$ cat config.mk
export PLATFORM = sky130hd
export DESIGN_NAME = seq_normalizer
export DESIGN_NICKNAME = d
export VERILOG_FILES = /design/src/rtl/norm_pkg.sv /design/src/rtl/norm_step.sv /design/src/rtl/seq_normalizer.sv
export SDC_FILE = /design/constraint.sdc
export NUM_CORES = 1
export LEC_CHECK = 0
export CAP_MARGIN = 20
export CORE_ASPECT_RATIO = 1.2
export CORE_MARGIN = 3
export CORE_UTILIZATION = 59
export CTS_CLUSTER_SIZE = 8
export DETAILED_ROUTE_END_ITERATION = 10
export GPL_TIMING_DRIVEN = 1
export PLACE_DENSITY_LB_ADDON = 0.08
export REMOVE_ABC_BUFFERS = 1
export SKIP_CTS_REPAIR_TIMING = 1
export SYNTH_ARGS = -nofsm -noshare
export SYNTH_HDL_FRONTEND = slang
export SYNTH_HIERARCHICAL = 1
export SYNTH_SLANG_ARGS = --single-unit
$ cat constraint.sdc
create_clock -name clk -period 8.8 [get_ports clk]
set_input_delay 1.76 -clock clk [delete_from_list [all_inputs] [get_ports clk]]
set_output_delay 1.76 -clock clk [all_outputs]
set_load 0.01 [all_outputs]
$ cat src/rtl/norm_pkg.sv
// norm_pkg: shared FSM state type and direction encodings for seq_normalizer.
//   state_t   : IDLE (waiting for operand), SHIFT (one step per cycle), DONE (result held)
//   DIR_LEFT  : count leading zeros, shift toward the MSB
//   DIR_RIGHT : count trailing zeros, shift toward the LSB
package norm_pkg;

    typedef enum logic [1:0] {
        IDLE,
        SHIFT,
        DONE
    } state_t;

    localparam logic DIR_LEFT  = 1'b0;
    localparam logic DIR_RIGHT = 1'b1;

endpackage

$ cat src/rtl/norm_step.sv
// norm_step: one combinational normalization step (coarse, single or none).
//   opnd : current working operand
//   dir  : DIR_LEFT / DIR_RIGHT
//   nxt  : operand after this step (unchanged when done)
//   amt  : bit positions shifted by this step (0, 1 or COARSE)
//   done : operand is zero or already has its lead bit set
//   zero : operand is all-zero
module norm_step
    import norm_pkg::*;
#(
    parameter int WIDTH  = 32,
    parameter int COARSE = 8,
    localparam int CW    = $clog2(WIDTH + 1)
) (
    input  logic [WIDTH-1:0] opnd,
    input  logic             dir,
    output logic [WIDTH-1:0] nxt,
    output logic [CW-1:0]    amt,
    output logic             done,
    output logic             zero
);

    logic lead;
    logic coarse_zero;

    assign zero        = (opnd == '0);
    assign lead        = (dir == DIR_RIGHT) ? opnd[0] : opnd[WIDTH-1];
    assign coarse_zero = (dir == DIR_RIGHT) ? (opnd[COARSE-1:0] == '0)
                                            : (opnd[WIDTH-1 -: COARSE] == '0);
    assign done        = zero || lead;

    // Two fixed shifters instead of one variable barrel: only 1 and COARSE are ever needed.
    always_comb begin
        nxt = opnd;
        amt = '0;
        if (!done) begin
            amt = coarse_zero ? CW'(COARSE) : CW'(1);
            nxt = coarse_zero ? ((dir == DIR_RIGHT) ? (opnd >> COARSE) : (opnd << COARSE))
                              : ((dir == DIR_RIGHT) ? (opnd >> 1) : (opnd << 1));
        end
    end

endmodule

$ cat src/rtl/seq_normalizer.sv
// seq_normalizer: iterative leading/trailing-zero normalizer with valid/ready handshakes.
//   clk, rst_n          : clock, synchronous active-low reset
//   in_valid, in_ready  : operand handshake (in_ready only in IDLE)
//   A, Dir              : operand and direction, sampled at the accept edge only
//   out_valid, out_ready: result handshake (out_valid only in DONE)
//   Y, Cnt, Zero        : normalized operand, shift count, all-zero flag (registered)
module seq_normalizer
    import norm_pkg::*;
#(
    parameter int WIDTH  = 32,
    parameter int COARSE = 8,
    localparam int CW    = $clog2(WIDTH + 1)
) (
    input  logic             clk,
    input  logic             rst_n,
    input  logic             in_valid,
    output logic             in_ready,
    input  logic [WIDTH-1:0] A,
    input  logic             Dir,
    output logic             out_valid,
    input  logic             out_ready,
    output logic [WIDTH-1:0] Y,
    output logic [CW-1:0]    Cnt,
    output logic             Zero
);

    state_t           state;
    state_t           state_nxt;
    logic [WIDTH-1:0] opnd;
    logic             dir;
    logic [CW-1:0]    cnt;
    logic [WIDTH-1:0] step_nxt;
    logic [CW-1:0]    step_amt;
    logic             step_done;
    logic             step_zero;

    norm_step #(.WIDTH(WIDTH), .COARSE(COARSE)) u_step (
        .opnd (opnd),
        .dir  (dir),
        .nxt  (step_nxt),
        .amt  (step_amt),
        .done (step_done),
        .zero (step_zero)
    );

    assign in_ready  = (state == IDLE);
    assign out_valid = (state == DONE);

    always_comb begin
        state_nxt = state;
        case (state)
            IDLE:    if (in_valid)  state_nxt = SHIFT;
            SHIFT:   if (step_done) state_nxt = DONE;
            DONE:    if (out_ready) state_nxt = IDLE;
            default: state_nxt = IDLE;
        endcase
    end

    // Outputs load only on completion so they stay frozen through SHIFT and DONE.
    always_ff @(posedge clk) begin
        if (!rst_n) begin
            state <= IDLE;
            opnd  <= '0;
            dir   <= DIR_LEFT;
            cnt   <= '0;
            Y     <= '0;
            Cnt   <= '0;
            Zero  <= 1'b0;
        end else begin
            state <= state_nxt;
            if (state == IDLE && in_valid) begin
                opnd <= A;
                dir  <= Dir;
                cnt  <= '0;
            end
            if (state == SHIFT) begin
                if (step_done) begin
                    Y    <= step_zero ? '0 : opnd;
                    Cnt  <= step_zero ? CW'(WIDTH) : cnt;
                    Zero <= step_zero;
                end else begin
                    opnd <= step_nxt;
                    cnt  <= cnt + step_amt;
                end
            end
        end
    end

endmodule
==> results by group, run 1 <==
Setup path
  – Crit path capture type: flop
  – Reg2reg start: opnd[29]
  – Reg-to-Reg End: cnt[5]
  – Worst path arrival time: just over 4 ns
  – Worst Path Required: 9.07 ns
  – Setup slack, reg-to-reg: between 4 and 5 ns
  – Critical path startpoint category: flop
  – Critical path class: reg -> reg
  – FF-to-FF path depth: 11
  – Crit Path Max Fanout: 62

Synth
  – Proportion of synthesized area in mux cells: around 17%
  – Simple-Gate Fraction of Synth Area: between 20% and 30%
  – Asr flop ratio synth: 0%
  – Synth Area in Compound Gates: 20.6%
  – Top_reg_cell synth: dfxtp_1
  – Mapped Cells: between 500 and 600
  – Largest family of logic cells by synthesized area: simple AND/OR/NAND/NOR gates
  – EDFF count, synth: 0
  – Library cells used by synthesis: 52
  – Cell area after synthesis: just under 5000 sq um
  – Warnings, synthesis: 6
  – Synth Area in XOR/XNOR: less than 1%
  – Adder-cell share of the synthesized area: between 1.5 and 2%
  – Flops & latches, synth: 80
  – Seq/Total Area, Yosys: roughly a third
  – Avg Cell Area, Syn: between 8 and 9 sq um

Route
  – DR pass1 iterations: 5
  – Routed Antenna Nets: 0
  – Via count: approximately 4,500
  – DRT iter0 DRCs: about 360
  – # DRC: 0
  – WL per Instance: about 16 um
  – Vias per inst: approximately 6.1
  – Routed wire length: 11,900 um

Global routing
  – Largest net degree at the start of global routing: a little over 80
  – Met1 usage: between 30% and 40%
  – Initial antenna violation count: 0
  – GR Overflow Total: 0
  – GR Util met3: 3.52%
  – First-pass GRT wire length: approximately 20,000 um
  – M2 GR Usage: between 40 and 50%
  – GRT Max-Usage Layer: met2
  – Gr usage total: 26.3%
  – Number of global-route vias before repair: between 4,000 and 5,000

Layout
  – Sequential cell area: 1600 sq um
  – Finished Core Util: slightly above 70%
  – FILL cells: about 640
  – Most frequent cells in the layout: nor2_1 (95), dfxtp_1 (80), clkdlybuf4s50_1 (77)
  – Area growth syn-to-layout: 17.2%
  – Layout cells sized above 1: 8.26%
  – Commonest non-fill, non-tap cell in the layout: nor2_1
  – Final std cells w/o fill: ~730
  – # diodes: 0
  – Nets: between 600 and 700
  – Multi-input logic area: 2960 sq um

Timing
  – Unrepaired setup endpoints after global routing: no
  – Final Max Tran Viols: 0
  – Final Hold Fails: 0
  – Setup Skew: 0.0112 ns
  – Worst slew margin: approximately 27%
  – Setup_tns: 0 ns
  – Worst Tran Pin Value: between 1 and 1.5 ns
  – Crit path time final: between 3 and 4 ns
  – Period utilisation layout: a little over two fifths
  – FMAX: around 260 MHz
  – # setup viols final: 0

Place
  – Routability congestion estimate: about 0.9
  – Inst Count DP: about 720
  – Buffers on Ports: 77
  – HPWL Detailed: about 7600 um

Floorplan
  – IO Pins: 78
  – Die width: ~89 um
  – Initial core utilization: about three fifths
  – Die height: 106 um
  – Cell row count: 35
  – Die area: about 9400 sq um
  – Core ar.: 7880 sq um

Worst hold path
  – Worst hold start: Cnt[2]
  – Hold endpoint: Cnt[2]
  – Hold path depth: 2
  – Hold crit path type: reg -> reg

CTS
  – Root buffer cell: clkbuf_8
  – H-tree depth: 3
  – Max clock buf depth: 2
  – CTS tree: done
  – CTS Sinks: 80
  – CTS buffer count: 9
  – Clk_lat worst skew: about 0.36 ns
  – Clk slew on worst S/H paths: roughly 0.080 ns

Power
  – Lkg Pwr: ~0.0021 uW
  – Worst VDD drop: roughly 86 uV
  – Design Power: between 1000 and 1500 uW
  – Pwr/cell area: approximately 180 nW/um^2

Job
  – Max Cap Viol: 0

Run status
  – Outcome: completed
power breakdown:
group | internal, uW | switching, uW | leakage (uW)
Clock | 102 | 136 | 0.0000793
Combinational | 170 | 198 | 0.00138
Sequential | 393 | 58.0 | 0.000653
state kept, by name, indices dropped and copies added (netlist names):
signal  count
Y          32
opnd       32
Cnt         6
cnt         6
state       2
Zero        1
dir         1
cells in the mapped netlist (2+ instances only):
cell      instances  share of area [%]
ha_1              5                1.3
nand2_1          32                2.5
a21o_1           12                1.8
buf_1             2               0.15
nor2_2            2               0.26
o21ai_0          20                2.0
o21ai_1           3               0.31
or4_1             2               0.31
mux2i_1          61                 12
inv_1            10               0.77
buf_4             8                1.2
dfxtp_1          80                 33
or3_1             2               0.26
a221oi_1          5               0.90
buf_6             6                1.4
a311oi_1          6                1.1
nor4_1            7               0.90
nand3b_1          6               0.92
and2_1            2               0.26
nor2_1           95                7.3
nor3b_1          36                5.5
mux2_2           18                4.1
nor3_1           12                1.2
a22oi_1           2               0.31
a31oi_1           4               0.51
nand2b_1          2               0.26
a211oi_1         34                5.2
clkbuf_1         26                2.0
buf_2            14                1.4
nor2b_1           2               0.26
a21oi_1          56                5.7
worst max path at each step:
stage | startpoint | end | slack [ns] | depth (start not counted)
after CTS | opnd[31] | cnt[5] | 5.03 | 11
after floorplan | opnd[29] | Cnt[0] | 3.43 | 7
after global routing | opnd[31] | cnt[5] | 4.73 | 11
after global placement | in_valid | cnt[2] | 5.09 | 5
after detailed placement | opnd[31] | cnt[5] | 5.04 | 11
final | opnd[29] | cnt[5] | 4.98 | 11
area by class of cell:
cell class / count / area share (%)
Tap cell: 92 / 2.01
Multi-Input combinational cell: 449 / 51.6
Clock buffer: 11 / 2.29
Sequential cell: 80 / 28.0
Timing Repair Buffer: 86 / 14.8
Inverter: 11 / 0.721
Clock inverter: 5 / 0.590
per-layer routing:
| layer | share of wire [%] | vias to the layer above |
|---|---|---|
| met4 | 1.5 | 0 |
| met3 | 4.1 | 15 |
| met2 | 49 | 125 |
| met5 | 0 | - |
| li1 | - | 2209 |
| met1 | 46 | 2132 |
cell families (layout without fill, tap and decap cells):
group	count (synthesis)	count (layout)
xor+xnor	1	1
simple gates	206	206
fa+ha+maj	6	6
mux	79	79
flops	80	80
buf+inv	67	113
other cells	1	4
compound gates	153	153
per-stage QoR:
| stage | hold WS, ns | area [sq um] | worst slack (ns) |
|---|---|---|---|
| 2_1_floorplan | 0.474 | 4590 | 3.43 |
| 3_3_place_gp | 0.466 | 5550 | 5.09 |
| 3_5_place_dp | 0.474 | 5550 | 5.04 |
| 4_1_cts | 0.496 | 5710 | 5.03 |
| 5_1_grt | 0.521 | 5730 | 4.73 |
| 6_report | 0.490 | 5730 | 4.98 |
critical path, cell delays in order, from the launching register on:
cell and delay, ns:
dfxtp_1 0.40, or4_1 0.75, or2_1 0.35, o31ai_4 0.25
buf_4 0.51, nor2_1 0.14, ha_1 0.36, o21ai_2 0.09
nor4b_2 0.33, a2111oi_4 0.09, or3_1 0.33, a31oi_1 0.12
(Power assumes the default switching activity.)
==> inputs of run 2 (changes only) <==
- CORE_UTILIZATION: 59 -> 49
- clock period: 8.8 -> 3.2 ns (I/O delays scaled with it)
==> run 2 against run 1 <==
Global-route usage shrank 2.5 points. Setup slack got worse by 4.8 ns. Critical path depth down 1.
==> results by group, run 2 (same netlist as run 1, synthesis figures left out) <==
Setup path
  – Worst path cell trace: nor4_2 -> nand4_1 -> o31ai_4 -> nor2_1 -> ha_1 -> o21ai_2 -> nor4b_2 -> a2111oi_4 -> or3_1 -> a31oi_1 (was or4_1 -> or2_1 -> o31ai_4 -> buf_4 -> nor2_1 -> ha_1 -> o21ai_2 -> nor4b_2 -> a2111oi_4 -> or3_1 -> a31oi_1)
  – CP Buf/Inv Count: 0 (was 1)
  – Worst Path Required: 3.46 ns (was 9.07 ns)
  – Critical path's slowest cell: nor4_2 (was or4_1)
  – Peak per-stage delay on the critical path: 0.48 ns (was 0.75 ns)
  – Reg2reg start: opnd[9] (was opnd[29])
  – Setup slack, reg-to-reg: 0.18 ns (was 4.98 ns)
  – FF-to-FF path depth: 10 (was 11)
  – Critical path class: reg -> reg (unchanged)
  – Worst path arrival time: 3.29 ns (was 4.09 ns)
  – CP top delay family: simple AND/OR/NAND/NOR gates (unchanged)
  – Critical path startpoint category: flop (unchanged)
  – CP startpoint: opnd[9] (was opnd[29])
  – Crit path capture type: flop (unchanged)
  – Crit Path Max Fanout: 8 (was 62)
  – Reg-to-Reg End: cnt[5] (unchanged)

Global routing
  – GR Overflow Total: 0 (unchanged)
  – First-pass GRT wire length: 22,000 um (was 20,100 um)
  – Gr usage total: 23.9% (was 26.3%)
  – Initial antenna violation count: 0 (unchanged)
  – Number of global-route vias before repair: 4,368 (was 4,308)
  – Largest net degree at the start of global routing: 63 (was 81)

Layout
  – Commonest non-fill, non-tap cell in the layout: nor2_1 (unchanged)
  – Most frequent cells in the layout: nor2_1 (95), dfxtp_1 (80), clkdlybuf4s50_1 (77) (unchanged)
  – Final std cells w/o fill: 787 (was 734)
  – # diodes: 0 (unchanged)
  – Layout cells sized above 1: 11.4% (was 8.26%)
  – Top flop regs: Y: 32 flops, opnd: 32 flops (unchanged)
  – FILL cells: 852 (was 635)
  – Finished Core Util: 63.6% (was 72.7%)
  – Nets: 702 (was 680)
  – Final instance area: 6110 sq um (was 5730 sq um)
  – Area growth syn-to-layout: 25.1% (was 17.2%)

Timing
  – Fin worst setup slack: 0.178 ns (was 4.98 ns)
  – FMAX: 331 MHz (was 262 MHz)
  – Final Max Tran Viols: 0 (unchanged)
  – Final Hold Fails: 0 (unchanged)
  – Crit path time final: 3.02 ns (was 3.82 ns)
  – Setup Skew: 0.00468 ns (was 0.0112 ns)
  – Unrepaired setup endpoints after global routing: no (unchanged)
  – Worst slew margin: 62.3% (was 26.8%)
  – Setup_tns: 0 ns (unchanged)
  – # setup viols final: 0 (unchanged)
  – Period utilisation layout: 94.4% (was 43.4%)
  – Worst Tran Pin Value: 0.565 ns (was 1.10 ns)

CTS
  – Root buffer cell: clkbuf_16 (was clkbuf_8)
  – H-tree depth: 3 (unchanged)
  – CTS Sinks: 80 (unchanged)
  – CTS buffer count: 9 (unchanged)
  – Clk_lat worst skew: 0.34 ns (was 0.36 ns)
  – Max clock buf depth: 2 (unchanged)
  – Clk slew on worst S/H paths: 0.06 ns (was 0.08 ns)
  – CTS tree: done (unchanged)

Power
  – Pwr/cell area: 572 nW/um^2 (was 185 nW/um^2)
  – Worst VDD drop: 286 uV (was 86.2 uV)
  – Lkg Pwr: 0.00231 uW (was 0.00211 uW)

Place
  – Buffers on Ports: 77 (unchanged)
  – Placed Area: 5770 sq um (was 5550 sq um)
  – Inst Count DP: 771 (was 717)
  – HPWL Detailed: 8710 um (was 7590 um)
  – Routability congestion estimate: 0.871 (was 0.899)
  – Placement Setup Slack: 0.143 ns (was 5.04 ns)

Route
  – WL per Instance: 16.6 um (was 16.2 um)
  – Vias per inst: 5.83 (was 6.10)
  – Routed Antenna Nets: 0 (unchanged)
  – DR pass1 iterations: 5 (unchanged)
  – Via count: 4,592 (was 4,481)
  – Routed wire length: 13,000 um (was 11,900 um)
  – DRT iter0 DRCs: 324 (was 359)
  – # DRC: 0 (unchanged)

Worst hold path
  – Hold endpoint: Y[27] (was Cnt[2])
  – Hold path depth: 2 (unchanged)
  – Worst hold start: Y[27] (was Cnt[2])
  – Hold crit path type: reg -> reg (unchanged)

Floorplan
  – Core ar.: 9610 sq um (was 7880 sq um)
  – Die height: 115 um (was 106 um)
  – Die width: 97.2 um (was 89.1 um)
  – Die area: 11,200 sq um (was 9410 sq um)
  – Initial core utilization: 50.8% (was 62.0%)
  – Cell row count: 39 (was 35)
  – IO Pins: 78 (unchanged)

Run status
  – Outcome: completed (unchanged)

Job
  – Max Cap Viol: 0 (unchanged)
run 2: how the worst max path moves through the flow:
stage,cells after the start,endpoint,slack [ns]
4_1_cts,10,cnt[5],0.11
5_1_grt,10,cnt[5],0.02
3_5_place_dp,10,cnt[5],0.14
3_3_place_gp,10,cnt[5],0.30
6_report,10,cnt[5],0.18
2_1_floorplan,7,Cnt[0],-2.17
run 2: layer usage:
metal  track usage [%]  vias to the layer above  part of all wire (%)
met1              30.9                     2157                    45
met3              3.46                       25                   5.3
met4              10.3                        0                   2.1
met5                 0                        -                     0
met2              40.0                      149                    48
li1                  -                     2261                     -
run 2: through the flow:
stage / power (uW) / hold WS [ns]
2_1_floorplan: 1960 / 0.474
3_3_place_gp: 2320 / 0.466
3_5_place_dp: 2330 / 0.479
4_1_cts: 3490 / 0.493
5_1_grt: 3670 / 0.514
6_report: 3500 / 0.486
run 2: area by class of cell:
class	instances	area, sq um	area share [%]
clock inverter	2	60.1	0.982
timing repair buffer	108	1020	16.7
sequential	80	1600	26.2
inverter	11	41.3	0.675
clock buffer	14	274	4.48
tap	123	154	2.52
multi-input combinational	449	2960	48.5
run 2: power breakdown:
part	total, uW	leakage, uW	internal (uW)	switching [uW]
Combinational	1150	0.00150	521	627
Sequential	1200	0.000653	1080	113
Clock	1150	0.000163	748	404
Total	3500	0.00231	2350	1140
run 2: tightest hold or removal path, delay by kind of cell, from the launching register on:
kind             cells  cell delay (ns)
AO/OA/AOI/OAI        1             0.06
flip-flops           1             0.32
AND/OR/NAND/NOR      1             0.07
==> inputs of run 3 (changes only) <==
- REMOVE_ABC_BUFFERS: 1 -> not set
- clock period: 3.2 -> 2.7 ns (I/O delays scaled with it)
==> run 3 against run 2 <==
The run now ends with negative setup slack left. First-iteration DRC count fell by 1.9%. Setup slack worse by 0.23 ns. Utilization is 3.0 points higher. Die area is the same. Sequential power rose by 13%. Global-route usage about the same. Sequential share of layout area fell by 1.2 points. Critical path type unchanged. Highest routed layer unchanged.
==> results by group, run 3 (same netlist as run 1, synthesis figures left out) <==
Route
  – DR pass1 iterations: 5 (unchanged)
  – WL per Instance: 16.4 um (was 16.6 um)
  – Routed Antenna Nets: 0 (unchanged)
  – # DRC: 0 (unchanged)
  – Routed wire length: 13,400 um (was 13,000 um)
  – DRT iter0 DRCs: 318 (was 324)
  – Vias per inst: 5.70 (was 5.83)
  – Via count: 4,647 (was 4,592)

Layout
  – Final instance area: 6410 sq um (was 6110 sq um)
  – Nets: 732 (was 702)
  – Finished Core Util: 66.7% (was 63.6%)
  – Area growth syn-to-layout: 31.1% (was 25.1%)
  – Most frequent cells in the layout: nor2_1 (93), dfxtp_1 (78), clkdlybuf4s50_1 (77) (was nor2_1 (95), dfxtp_1 (80), clkdlybuf4s50_1 (77))
  – FILL cells: 855 (was 852)
  – Top flop regs: Y: 32 flops, opnd: 32 flops (unchanged)
  – Commonest non-fill, non-tap cell in the layout: nor2_1 (unchanged)
  – Layout cells sized above 1: 16.8% (was 11.4%)
  – # diodes: 0 (unchanged)

Global routing
  – GR Overflow Total: 0 (unchanged)
  – Largest net degree at the start of global routing: 63 (unchanged)
  – Gr usage total: 23.9% (about the same)
  – First-pass GRT wire length: 22,000 um (about the same)
  – Initial antenna violation count: 0 (unchanged)
  – Number of global-route vias before repair: 4,541 (was 4,368)

Floorplan
  – Core ar.: 9610 sq um (unchanged)
  – IO Pins: 78 (unchanged)
  – Cell row count: 39 (unchanged)
  – Die area: 11,200 sq um (unchanged)
  – Die width: 97.2 um (unchanged)
  – Initial core utilization: 50.8% (unchanged)
  – Die height: 115 um (unchanged)

Setup path
  – Crit Path Max Fanout: 3 (was 8)
  – Reg2reg start: opnd[29] (was opnd[9])
  – Worst Path Required: 2.96 ns (was 3.46 ns)
  – Crit path capture type: flop (unchanged)
  – Critical path class: reg -> reg (unchanged)
  – Setup slack, reg-to-reg: -0.05 ns (was 0.18 ns)
  – Worst path arrival time: 3.01 ns (was 3.29 ns)
  – Critical path startpoint category: flop (unchanged)
  – Reg-to-Reg End: cnt[5] (unchanged)
  – FF-to-FF path depth: 10 (unchanged)

CTS
  – CTS tree: done (unchanged)
  – Clk slew on worst S/H paths: 0.06 ns (about the same)
  – CTS Sinks: 80 (unchanged)
  – Clk_lat worst skew: 0.33 ns (was 0.34 ns)
  – Max clock buf depth: 2 (unchanged)
  – H-tree depth: 3 (unchanged)
  – Root buffer cell: clkbuf_16 (unchanged)
  – CTS buffer count: 9 (unchanged)

Power
  – Pwr/cell area: 661 nW/um^2 (was 572 nW/um^2)
  – Worst VDD drop: 366 uV (was 286 uV)
  – Lkg Pwr: 0.00249 uW (was 0.00231 uW)

Timing
  – Period utilisation layout: 102% (was 94.4%)
  – Fin worst setup slack: -0.0513 ns (was 0.178 ns)
  – Final Hold Fails: 0 (unchanged)
  – Setup Skew: 0.00739 ns (was 0.00468 ns)
  – Crit path time final: 2.75 ns (was 3.02 ns)
  – Hold_ws: 0.487 ns (was 0.486 ns)
  – FMAX: 363 MHz (was 331 MHz)
  – # setup viols final: 1 (was 0)
  – Final Max Tran Viols: 0 (unchanged)
  – Setup_tns: -0.0513 ns (was 0 ns)
  – Unrepaired setup endpoints after global routing: yes (was no)

Place
  – Placed Area: 6050 sq um (was 5770 sq um)
  – HPWL Detailed: 9170 um (was 8710 um)
  – Buffers on Ports: 77 (unchanged)
  – Routability congestion estimate: 0.852 (was 0.871)

Worst hold path
  – Worst hold start: Y[13] (was Y[27])
  – Hold endpoint: Y[13] (was Y[27])
  – Hold crit path type: reg -> reg (unchanged)
  – Hold path depth: 2 (unchanged)

Job
  – Max Cap Viol: 0 (unchanged)

Run status
  – Outcome: complete, but fails checks (was completed)
  – Failing checks: negative setup slack
[run 3: worst max-delay path: stages (launching register included)]
cell	delay [ns]
dfxtp_1	0.31
or4_4	0.52
or2_4	0.28
o31ai_4	0.23
nor2_2	0.09
ha_1	0.32
o21ai_2	0.09
nor4b_4	0.27
a2111oi_4	0.06
or3_1	0.35
a31oi_1	0.14
[run 3: layout make-up]
| type | instances | area, sq um | share of cell area [%] |
|---|---|---|---|
| timing repair buffer | 138 | 1290 | 20.1 |
| sequential | 80 | 1600 | 25.0 |
| clock inverter | 4 | 70.1 | 1.09 |
| multi-input combinational | 449 | 3010 | 47.0 |
| tap | 123 | 154 | 2.40 |
| clock buffer | 10 | 239 | 3.73 |
| inverter | 11 | 41.3 | 0.644 |
[run 3: layer usage]
metal,global-route usage [%],routed length [um]
met1,30.4,5960
met2,41.0,6590
met3,4.19,677
met4,8.05,125
met5,0,0
[run 3: worst max path at each step]
stage,start,endpoint,slack [ns],cells past startpoint
finish,opnd[29],cnt[5],-0.05,10
global route,opnd[25],Y[20],-0.14,9
CTS,opnd[25],Y[20],-0.17,9
detailed placement,opnd[25],Y[20],-0.16,9
global placement,opnd[25],opnd[16],-0.02,9
floorplan,opnd[31],cnt[5],-0.49,14
[run 3: power by group]
group          internal (uW)  switching (uW)  total, uW
sequential              1280            70.9       1350
combinational            737             852       1590
clock                    821             471       1290
[run 3: through the flow]
| stage | setup slack [ns] | instances | total power (uW) |
|---|---|---|---|
| final | -0.0513 | 815 | 4240 |
| after global placement | -0.0203 | 801 | 2880 |
| after CTS | -0.169 | 815 | 4210 |
| after floorplan | -0.487 | 596 | 2430 |
| after global routing | -0.143 | 815 | 4460 |
| after detailed placement | -0.157 | 801 | 2900 |
